===== config.mk =====
export PLATFORM = sky130hd
export DESIGN_NAME = systolic_sequencer_2x2
export DESIGN_NICKNAME = d
export VERILOG_FILES = /design/src/rtl/systolic_sequencer_2x2.sv
export SDC_FILE = /design/constraint.sdc
export NUM_CORES = 1
export LEC_CHECK = 0
export CORE_ASPECT_RATIO = 0.7
export CORE_UTILIZATION = 45
export CTS_CLUSTER_DIAMETER = 80
export DETAILED_ROUTE_END_ITERATION = 8
export MAX_ROUTING_LAYER = met4
export PLACE_DENSITY = 0.73
export REMOVE_ABC_BUFFERS = 1
export SETUP_SLACK_MARGIN = 0.1
export SYNTH_ARGS = -nofsm -noshare
export SYNTH_HDL_FRONTEND = slang
export SYNTH_SLANG_ARGS = --single-unit
export TNS_END_PERCENT = 20

===== constraint.sdc =====
create_clock -name clk -period 2.84 [get_ports clk]
set_input_delay 0.568 -clock clk [delete_from_list [all_inputs] [get_ports clk]]
set_output_delay 0.568 -clock clk [all_outputs]
set_load 0.05 [all_outputs]

===== src/rtl/systolic_sequencer_2x2.sv =====
`timescale 1ns/1ps
// systolic_sequencer_2x2
// Sequences one 2x2 matrix product through the systolic array: clears the
// accumulators, drives the skewed operand selects for three feed steps,
// waits for the pipeline to drain, captures the four results and streams
// them out (c00, c01, c10, c11) over a registered valid/ready port.
module systolic_sequencer_2x2 #(
    parameter int unsigned DRAIN_CYCLES = 2   // legal range 1..7
) (
    input  logic               clk,
    input  logic               rst,           // asynchronous, active-low
    input  logic               start,
    input  logic               transpose_in,
    input  logic               relu_in,
    input  logic signed [15:0] c00,
    input  logic signed [15:0] c01,
    input  logic signed [15:0] c10,
    input  logic signed [15:0] c11,
    output logic               clear,
    output logic               data_valid,
    output logic [1:0]         a0_sel,
    output logic [1:0]         a1_sel,
    output logic [1:0]         b0_sel,
    output logic [1:0]         b1_sel,
    output logic               transpose,
    output logic               activation,
    output logic               busy,
    output logic [15:0]        out_data,
    output logic               out_valid,
    input  logic               out_ready,
    output logic               done
);

    // Select code that makes the array see a zero operand.
    localparam logic [1:0] SEL_ZERO   = 2'd2;
    // Last value of the drain counter before moving to capture.
    localparam logic [2:0] DRAIN_LAST = 3'(DRAIN_CYCLES - 1);

    typedef enum logic [2:0] {
        S_IDLE,
        S_CLEAR,
        S_FEED,
        S_DRAIN,
        S_CAPTURE,
        S_OUT
    } state_t;

    state_t      state;
    state_t      state_nxt;
    logic [1:0]  feed_step;      // 0..2 inside FEED
    logic [2:0]  drain_cnt;      // 0..DRAIN_CYCLES-1 inside DRAIN
    logic [1:0]  rd_ptr;         // index of the word currently on out_data
    logic [1:0]  rd_ptr_nxt;
    logic [15:0] result_buf [4];

    logic accept;                // start taken this cycle
    logic xfer;                  // a result word transfers this cycle
    logic last_xfer;             // the fourth word transfers this cycle

    // A start coinciding with the done pulse is dropped; IDLE takes it next cycle.
    assign accept     = (state == S_IDLE) && start && !done;
    assign xfer       = (state == S_OUT) && out_valid && out_ready;
    assign last_xfer  = xfer && (rd_ptr == 2'd3);
    assign rd_ptr_nxt = rd_ptr + 2'd1;
    assign busy       = (state != S_IDLE);

    // State register.
    always_ff @(posedge clk or negedge rst) begin
        // NOTE: registers use non-blocking (<=) so every flop samples the
        // pre-edge values; blocking here would create order-dependent races.
        if (!rst) begin
            state <= S_IDLE;
        end else begin
            state <= state_nxt;
        end
    end

    // Next-state logic.
    always_comb begin
        // NOTE: every combinational output gets a default before the case so
        // no path leaves it unassigned, which would infer a latch.
        state_nxt = state;
        case (state)
            S_IDLE:    if (accept)                  state_nxt = S_CLEAR;
            S_CLEAR:                                state_nxt = S_FEED;
            S_FEED:    if (feed_step == 2'd2)       state_nxt = S_DRAIN;
            S_DRAIN:   if (drain_cnt == DRAIN_LAST) state_nxt = S_CAPTURE;
            S_CAPTURE:                              state_nxt = S_OUT;
            S_OUT:     if (last_xfer)               state_nxt = S_IDLE;
            default:                                state_nxt = S_IDLE;
        endcase
    end

    // Array control decode: clear in CLEAR, skewed operand selects in FEED.
    always_comb begin
        clear      = 1'b0;
        data_valid = 1'b0;
        a0_sel     = SEL_ZERO;
        a1_sel     = SEL_ZERO;
        b0_sel     = SEL_ZERO;
        b1_sel     = SEL_ZERO;
        case (state)
            S_CLEAR: clear = 1'b1;
            S_FEED: begin
                data_valid = 1'b1;
                // Row/column 0 walk k = 0,1; row/column 1 lag one step behind.
                case (feed_step)
                    2'd0: begin
                        a0_sel = 2'd0;     a1_sel = SEL_ZERO;
                        b0_sel = 2'd0;     b1_sel = SEL_ZERO;
                    end
                    2'd1: begin
                        a0_sel = 2'd1;     a1_sel = 2'd0;
                        b0_sel = 2'd1;     b1_sel = 2'd0;
                    end
                    2'd2: begin
                        a0_sel = SEL_ZERO; a1_sel = 2'd1;
                        b0_sel = SEL_ZERO; b1_sel = 2'd1;
                    end
                    default: begin
                        a0_sel = SEL_ZERO; a1_sel = SEL_ZERO;
                        b0_sel = SEL_ZERO; b1_sel = SEL_ZERO;
                    end
                endcase
            end
            default: begin
                clear      = 1'b0;
                data_valid = 1'b0;
            end
        endcase
    end

    // Feed-step and drain counters; each runs only inside its own state.
    always_ff @(posedge clk or negedge rst) begin
        if (!rst) begin
            feed_step <= 2'd0;
            drain_cnt <= 3'd0;
        end else begin
            feed_step <= (state == S_FEED)  ? feed_step + 2'd1 : 2'd0;
            drain_cnt <= (state == S_DRAIN) ? drain_cnt + 3'd1 : 3'd0;
        end
    end

    // Mode bits: captured on start acceptance, held until the next accepted start.
    always_ff @(posedge clk or negedge rst) begin
        if (!rst) begin
            transpose  <= 1'b0;
            activation <= 1'b0;
        end else if (accept) begin
            transpose  <= transpose_in;
            activation <= relu_in;
        end
    end

    // Result capture and registered output stream.
    always_ff @(posedge clk or negedge rst) begin
        if (!rst) begin
            // NOTE: the result buffer is only four words, so it is reset along
            // with the control state; a mid-run reset leaves no stale result.
            for (int i = 0; i < 4; i++) begin
                result_buf[i] <= '0;
            end
            rd_ptr    <= 2'd0;
            out_valid <= 1'b0;
            out_data  <= '0;
        end else if (state == S_CAPTURE) begin
            result_buf[0] <= c00;
            result_buf[1] <= c01;
            result_buf[2] <= c10;
            result_buf[3] <= c11;
            rd_ptr        <= 2'd0;
            out_valid     <= 1'b1;
            out_data      <= c00;
        end else if (xfer) begin
            rd_ptr <= rd_ptr_nxt;
            if (rd_ptr == 2'd3) begin
                out_valid <= 1'b0;
            end else begin
                out_data <= result_buf[rd_ptr_nxt];
            end
        end
    end

    // One-cycle completion pulse after the fourth word is accepted.
    always_ff @(posedge clk or negedge rst) begin
        if (!rst) begin
            done <= 1'b0;
        end else begin
            done <= last_xfer;
        end
    end

endmodule


==> results of run 1 <==
stage by stage:
stage	util	worst slack, ns
after global routing	0.6178	0.006354
after global placement	0.5859	0.4665
after floorplan	-	-2.146
after detailed placement	0.5859	0.3999
final	0.6178	0.1217
after CTS	0.6176	0.1068
layout make-up:
type	instances	area (sq um)	area share
Clock buffer	10	229.0	0.04037
Timing Repair Buffer	107	1077	0.1899
Tap cell	124	155.1	0.02735
Multi-Input combinational cell	166	1777	0.3133
Inverter	5	18.77	0.003309
Clock inverter	6	62.56	0.01103
Sequential cell	94	2352	0.4147
power by group:
group	internal, uW	switching (uW)
Combinational	1290	1330
Sequential	1940	354
Clock	679	494
worst min-delay path by stage:
stage                       from             end  cells past startpoint
floorplan                    rst      activation                      0
global placement    drain_cnt[0]    drain_cnt[0]                      1
detailed placement  drain_cnt[0]    drain_cnt[0]                      1
CTS                          rst  result_buf[45]                      1
global route                 rst     out_data[8]                      1
finish                       rst     out_data[8]                      1
cell usage in the layout (no fill, tap or decap), types with 6 or more instances in the layout:
master / synthesis / routed
clkdlybuf4s50_1: 0 / 97
dfrtp_1: 94 / 94
mux2_2: 64 / 64
and3_1: 22 / 22
a221o_1: 16 / 16
mux4_2: 10 / 10
clkbuf_16: 0 / 9
nor2b_1: 6 / 6
mux4_1: 6 / 6
ha_1: 6 / 6
buf_4: 12 / 6
cells by family (layout without fill, tap and decap cells):
logic type / after synthesis / after routing / share of synthesized area
multiplexers: 82 / 82 / 0.2634
AO/OA/AOI/OAI: 28 / 28 / 0.05292
adder cells (fa/ha/maj): 6 / 6 / 0.01745
buffers and inverters: 29 / 128 / 0.04187
flip-flops: 94 / 94 / 0.5467
XOR/XNOR: 1 / 1 / 0.002036
AND/OR/NAND/NOR: 49 / 49 / 0.07561
routing by layer:
layer | share of wire | wire length (um)
met4 | 0.0083 | 75
met1 | 0.48 | 4297
met3 | 0.060 | 539
met5 | 0 | 0
met2 | 0.45 | 4081
sequential cells by signal (all words and copies together), names as in the netlist:
| name | cells |
|---|---|
| done | 1 |
| feed_step | 2 |
| result_buf | 64 |
| out_data | 16 |
| drain_cnt | 3 |
| out_valid | 1 |
| transpose | 1 |
| state | 3 |
| activation | 1 |
| rd_ptr | 2 |
repair_timing:
| item | 4_1_cts | 5_1_grt |
|---|---|---|
| setup buffers | 0 | 0 |
| gates resized for setup | 1 | 1 |
| endpoints found under the setup margin | 2 | 8 |
==> results.yml, run 1 <==
yosys:
  synth_top_area_frac: 0.5467
  ys.flop_type: "dfrtp_1"
  synth_cell_types: 34
  synthCells: 289
  synth.cell_area_sq_um: 4303
  ys_async_sr_fraction: 1.000
  yosys_register_bits: 94
  synth_area_per_cell_sq_um: 14.89
  ys.warnings.count: 0
  synth-edff-count: 0
  synth_commonest_cells: "94 x dfrtp_1, 64 x mux2_2, 22 x and3_1"
  yosysSeqAreaShare: 0.5467
  synth_top_area_cell: "dfrtp_1"
  synth.most_common_cell: "dfrtp_1"
  synth_area_leaders: "dfrtp_1 55%, mux2_2 17%, mux4_2 5.2%"
power:
  leakagePower_uw: 0.002460
  total_power_uw: 6094
  ir_drop_mv: 0.4277
  powerDensity_nw_per_um2: 1074
die:
  core_sq_um: 9180
  std_cell_rows: 29
  initial_core_util: 0.4687
  fp.dieH_um: 83.82
  dieArea_sq_um: 9964
  io_pins: 101
  die_x_um: 118.9
finish:
  diodes: 0
  stdcell_count: 512
  n_fill_cell: 719
  design_area_sq_um: 5672
  area_delta_synth_final_pct: 31.81
  layout-drive-gt1-share: 0.2655
  final_nets: 459
clock_network:
  insertion_delay_ns: 0.33
  htreeDepth: 3
  cts_tree: "done"
  path_clk_slew_ns: 0.06
  cts_root_buffer: "clkbuf_16"
  cts-buffers-inserted: 9
  clock_path_buffers: 2
  hold_buffers: 0
  numClockSinks: 94
critical_path:
  critPathSlowestCell: "clkdlybuf4s50_1"
  cp-end-kind: "primary output"
  r2r-end: "out_data[8]"
  crit_type: "flip-flop to primary output"
  r2r_cells: 5
  path_depth: 3
  crit_start: "state[0]"
  crit_fanout: 11
  r2r-start: "rd_ptr[1]"
  r2r_slack_ns: 0.84
  critPathArrivalTime_ns: 2.15
  path_buf_inv: 1
  required_ns: 2.27
  cp_top_family: "buffers and inverters"
  cp_cell_sequence: "nor2_1 > and3_1 > clkdlybuf4s50_1"
  cpPeakStageDelay_ns: 0.82
  start_kind: "flip-flop"
  critPathCapture: "b1_sel[0]"
global_route:
  grt_max_degree: 88
  antenna_found_initial: 0
  use_met3: 0.06421
  grt_use_met2: 0.2892
  grt_pass1_wl_um: 14840
  met1_usage: 0.2789
  track_usage: 0.2033
  grt_pass1_vias: 2841
  grt.busiest_layer: "met2"
  globalRouteOverflowTotal: 0
drt:
  drtIter0Drc: 224
  routed_wl_um: 8993
  vias_per_cell: 5.334
  drcViolationCount: 0
  vias: 2731
  ant_nets: 0
  wl_per_cell_um: 17.56
  first_pass_iters: 4
sta:
  post-route-period-util: 0.9571
  rsz0062_at_grt: "yes"
  hold_ws_ns: 0.2120
  worstMarginPinSlew_ns: 1.097
  setup_viol: 0
  tns_ns: 0
  slew_headroom: 0.2684
  fmax_ghz: 0.3679
  fin_worst_skew_ns: 0.003439
  period_minus_slack_ns: 2.718
  hold_violations: 0
  finalMaxSlewViolations: 0
hold_path:
  worstHoldPathType: "input port to asynchronous set/reset pin"
job:
  maxCapViolations: 0
placed_design:
  finalWeightedCongestion: 0.7309
  placed_area_sq_um: 5379
  hpwl_um: 6030
  dp_cells: 496
  io_buffers: 100
status:
  status: "completed"
(Power assumes the default switching activity.)
==> run 2, diff against run 1 <==
==> constraint.sdc (replaced) <==
create_clock -name clk -period 3.3 [get_ports clk]
set_input_delay 0.66 -clock clk [delete_from_list [all_inputs] [get_ports clk]]
set_output_delay 0.66 -clock clk [all_outputs]
set_load 0.05 [all_outputs]
==> run 2 against run 1 <==
  * Clock power is 11% lower
  * First-iteration DRC count decreased by 17%
  * Power shrank 13%
  * Register-to-register slack improved by 0.29 ns
  * Global-route usage is 0.28 points higher
  * Sequential share of layout area shrank 0.27 points
==> results.yml, run 2 (same netlist as run 1, synthesis figures left out) <==
clock_network:
  clock_path_buffers: 2
  post-cts-setup-buffer-count: 0
  insertion_delay_ns: 0.33
  path_clk_slew_ns: 0.06
  cts-buffers-inserted: 9
  htreeDepth: 3
  numClockSinks: 94
  post_cts_resized: 0
  hold_buffers: 0
  cts_tree: "done"
  cts_root_buffer: "clkbuf_16"
finish:
  final_common_cell: "clkdlybuf4s50_1"
  stdcell_count: 514
  largest_registers: "result_buf: 64 flops, out_data: 16 flops"
  final_cell_mix: "99 x clkdlybuf4s50_1, 94 x dfrtp_1, 64 x mux2_2, 22 x and3_1, 16 x a221o_1"
  multi_input_area_sq_um: 1777
  layout-drive-gt1-share: 0.2667
  diodes: 0
  regArea_sq_um: 2352
  final_nets: 461
  largest_reg_flops: 64
  area_delta_synth_final_pct: 32.68
  top_register: "result_buf"
  fin_util: 0.6219
  n_fill_cell: 716
placed_design:
  hpwl_um: 6322
  finalWeightedCongestion: 0.7559
  place_ws_ns: 0.8350
  dp_cells: 498
  io_buffers: 100
power:
  leakagePower_uw: 0.002477
  ir_drop_mv: 0.4490
  powerDensity_nw_per_um2: 927.6
  total_power_uw: 5296
sta:
  hold_violations: 0
  post-route-period-util: 0.8667
  setup_viol: 0
  rsz0062_at_grt: "no"
  finalMaxSlewViolations: 0
  worstMarginPinSlew_ns: 0.8373
  period_minus_slack_ns: 2.860
  fmax_ghz: 0.3497
  fin_worst_skew_ns: 0.004230
  hold_ws_ns: 0.3316
  layout_setup_ws_ns: 0.4400
  slew_headroom: 0.4412
die:
  fp.dieH_um: 83.82
  dieArea_sq_um: 9964
  std_cell_rows: 29
  core_sq_um: 9180
  initial_core_util: 0.4687
  io_pins: 101
  die_x_um: 118.9
drt:
  routed_wl_um: 9174
  ant_nets: 0
  vias_per_cell: 5.304
  wl_met1_um: 4457
  first_pass_iters: 4
  vias: 2726
  drcViolationCount: 0
  wl_per_cell_um: 17.85
  dr_wl_met2_um: 4307
  drtIter0Drc: 187
  met3_length_um: 385
  routed.top_layer: "met4"
critical_path:
  start_kind: "flip-flop"
  r2r_slack_ns: 1.13
  cp-end-kind: "primary output"
  crit_fanout: 11
  critPathArrivalTime_ns: 2.20
  r2r_cells: 4
  crit_start: "state[0]"
  crit_type: "flip-flop to primary output"
  r2r-start: "state[1]"
  required_ns: 2.64
  r2r-end: "out_data[13]"
global_route:
  grt_max_degree: 49
  grt_pass1_wl_um: 15120
  globalRouteOverflowTotal: 0
  track_usage: 0.2060
  grt_pass1_vias: 2889
  antenna_found_initial: 0
job:
  maxCapViolations: 0
status:
  status: "completed"
hold_path:
  worstHoldPathType: "input port to asynchronous set/reset pin"
-- run 2: area by class of cell --
type                            count  area share
Timing Repair Buffer              109      0.1933
Tap cell                          124     0.02718
Clock buffer                       13     0.04558
Clock inverter                      3    0.007451
Multi-Input combinational cell    166      0.3112
Inverter                            5    0.003287
Sequential cell                    94      0.4120
-- run 2: power breakdown --
part	total (uW)	switching, uW	internal (uW)
sequential	1980	308	1670
combinational	2270	1150	1120
clock	1040	414	628
total	5300	1880	3420
-- run 2: how the worst max path moves through the flow --
| stage | to | slack, ns |
|---|---|---|
| floorplan | out_data[0] | -1.69 |
| global placement | a0_sel[1] | 0.89 |
| detailed placement | a0_sel[1] | 0.84 |
| CTS | a0_sel[1] | 0.46 |
| global route | a0_sel[1] | 0.32 |
| finish | a0_sel[1] | 0.44 |
-- run 2: routing by layer --
| layer | vias to the layer above | track usage |
|---|---|---|
| met4 | 0 | 0.05524 |
| met1 | 1388 | 0.2742 |
| met2 | 70 | 0.3153 |
| met5 | - | - |
| li1 | 1266 | - |
| met3 | 2 | 0.05328 |
-- run 2: stage by stage --
| step | area (sq um) | TNS [ns] |
|---|---|---|
| 2_1_floorplan | 4141 | -89.83 |
| 3_3_place_gp | 5406 | 0 |
| 3_5_place_dp | 5406 | 0 |
| 4_1_cts | 5709 | 0 |
| 5_1_grt | 5709 | 0 |
| 6_report | 5709 | 0 |
-- run 2: critical path: stages (launching register included) --
cell	delay, ns
dfrtp_1	0.55
nor2_1	0.16
and2_1	0.20
o21ai_0	0.11
clkdlybuf4s50_1	0.85
==> run 3, diff against run 2 <==
--- a/config.mk
+++ b/config.mk
@@ -10,7 +10,7 @@
 export CTS_CLUSTER_DIAMETER = 80
 export DETAILED_ROUTE_END_ITERATION = 8
 export MAX_ROUTING_LAYER = met4
-export PLACE_DENSITY = 0.73
+export PLACE_DENSITY = 0.76
 export REMOVE_ABC_BUFFERS = 1
 export SETUP_SLACK_MARGIN = 0.1
 export SYNTH_ARGS = -nofsm -noshare
==> run 3 against run 2 <==
  * Register-to-register slack hardly changed
  * Non-clock buffer count stayed put
  * Wire length is 0.12% lower
  * Combinational power hardly changed
  * Flip-flop and latch count stayed put
  * First-iteration DRC count is 2.1% higher
  * Worst setup slack better by 0.045 ns
==> results.yml, run 3 (same netlist as run 1, synthesis figures left out) <==
power:
  power_switching_uw: 1894
  p_int_uw: 3423
  combPwrFrac: 0.429
  ir_drop_mv: 0.4511
  switching_share: 0.3562
  pwr-share-seq: 0.373
  leakagePower_uw: 0.002470
  powerDensity_nw_per_um2: 934.1
  clkPwrFrac: 0.198
  total_power_uw: 5317
finish:
  final_common_cell: "clkdlybuf4s50_1"
  area_delta_synth_final_pct: 32.28
  final_nets: 461
  layout-drive-gt1-share: 0.2718
  final_cell_mix: "99 x clkdlybuf4s50_1, 94 x dfrtp_1, 64 x mux2_2, 22 x and3_1, 16 x a221o_1"
  diodes: 0
  largest_registers: "result_buf: 64 flops, out_data: 16 flops"
  top_register: "result_buf"
  largest_reg_flops: 64
global_route:
  grt_pass1_vias: 2958
  grt_pass1_wl_um: 15240
  track_usage: 0.2068
  grt.busiest_layer: "met2"
  antenna_found_initial: 0
  grt_max_degree: 58
  use_met3: 0.06011
  met1_usage: 0.2844
  grt_use_met2: 0.2998
  globalRouteOverflowTotal: 0
critical_path:
  crit_type: "flip-flop to primary output"
  r2r-end: "result_buf[30]"
  required_ns: 2.64
  start_kind: "flip-flop"
  r2r_slack_ns: 1.13
  cp-end-kind: "primary output"
  crit_fanout: 11
  r2r-start: "state[1]"
  r2r_cells: 3
  critPathArrivalTime_ns: 2.15
placed_design:
  hpwl_um: 6194
  finalWeightedCongestion: 0.7675
  place_ws_ns: 0.8601
  io_buffers: 100
clock_network:
  clock_path_buffers: 2
  hold_buffers: 0
  numClockSinks: 94
  cts-buffers-inserted: 9
  path_clk_slew_ns: 0.06
  post-cts-setup-buffer-count: 0
  htreeDepth: 3
  cts_root_buffer: "clkbuf_16"
  post_cts_resized: 0
  cts_tree: "done"
  insertion_delay_ns: 0.34
die:
  dieArea_sq_um: 9964
  std_cell_rows: 29
  die_x_um: 118.9
  core_sq_um: 9180
  initial_core_util: 0.4687
  fp.dieH_um: 83.82
  io_pins: 101
sta:
  post-route-period-util: 0.8529
  slew_headroom: 0.5028
  setup_viol: 0
  period_minus_slack_ns: 2.815
  worstMarginPinSlew_ns: 0.7458
  fmax_ghz: 0.3553
  hold_violations: 0
  fin_worst_skew_ns: 0.006151
  layout_setup_ws_ns: 0.4853
  rsz0062_at_grt: "no"
  finalMaxSlewViolations: 0
drt:
  vias: 2746
  drcViolationCount: 0
  ant_nets: 0
  vias_per_cell: 5.342
  wl_per_cell_um: 17.83
  drtIter0Drc: 191
  first_pass_iters: 4
  routed_wl_um: 9163
job:
  maxCapViolations: 0
hold_path:
  worstHoldPathType: "input port to asynchronous set/reset pin"
status:
  status: "completed"
==> run 3: how the worst max path moves through the flow <==
stage | startpoint | end | slack [ns] | cells past startpoint
global placement | state[0] | b0_sel[1] | 0.89 | 4
floorplan | state[1] | out_data[0] | -1.69 | 3
finish | state[0] | a0_sel[0] | 0.49 | 3
detailed placement | state[0] | a0_sel[1] | 0.86 | 4
global route | state[0] | a0_sel[1] | 0.38 | 4
CTS | state[0] | a0_sel[1] | 0.49 | 4
==> run 3: per-stage QoR <==
step	util	hold slack (ns)	TNS [ns]	area (sq um)	std cells
after detailed placement	0.5862	0.4747	0	5381	498
after global placement	0.5862	0.4493	0	5381	498
after CTS	0.6200	0.4042	0	5692	514
after global routing	0.6200	0.4465	0	5692	514
after floorplan	-	0.3644	-89.83	4141	265
final	0.6200	0.3911	0	5692	514
==> run 3: worst max-delay path, cell delays in order, from the launching register on <==
cell,delay (ns)
dfrtp_1,0.50
nor2_1,0.24
and3_1,0.23
clkdlybuf4s50_1,0.84
==> run 3: per-layer routing <==
| layer | vias up | part of all wire |
|---|---|---|
| met4 | 0 | 0.013 |
| met3 | 12 | 0.056 |
| met1 | 1381 | 0.48 |
| li1 | 1271 | - |
| met5 | - | 0 |
| met2 | 82 | 0.45 |
==> run 3: final cells by class <==
| class | count | area [sq um] |
|---|---|---|
| fill | 704 | 3488 |
| sequential | 94 | 2352 |
| multi-input combinational | 166 | 1777 |
| timing repair buffer | 109 | 1079 |
| clock buffer | 11 | 252.7 |
| tap | 124 | 155.1 |
| clock inverter | 5 | 57.56 |
| inverter | 5 | 18.77 |
==> run 3: power by group through the flow <==
stage / logic [uW] / registers [uW] / clock network, uW
after floorplan: 1230 / 2270 / 0
after global placement: 2230 / 1970 / 0
after detailed placement: 2300 / 1990 / 0
after CTS: 2300 / 1980 / 1080
after global routing: 2430 / 2050 / 1130
final: 2280 / 1980 / 1050
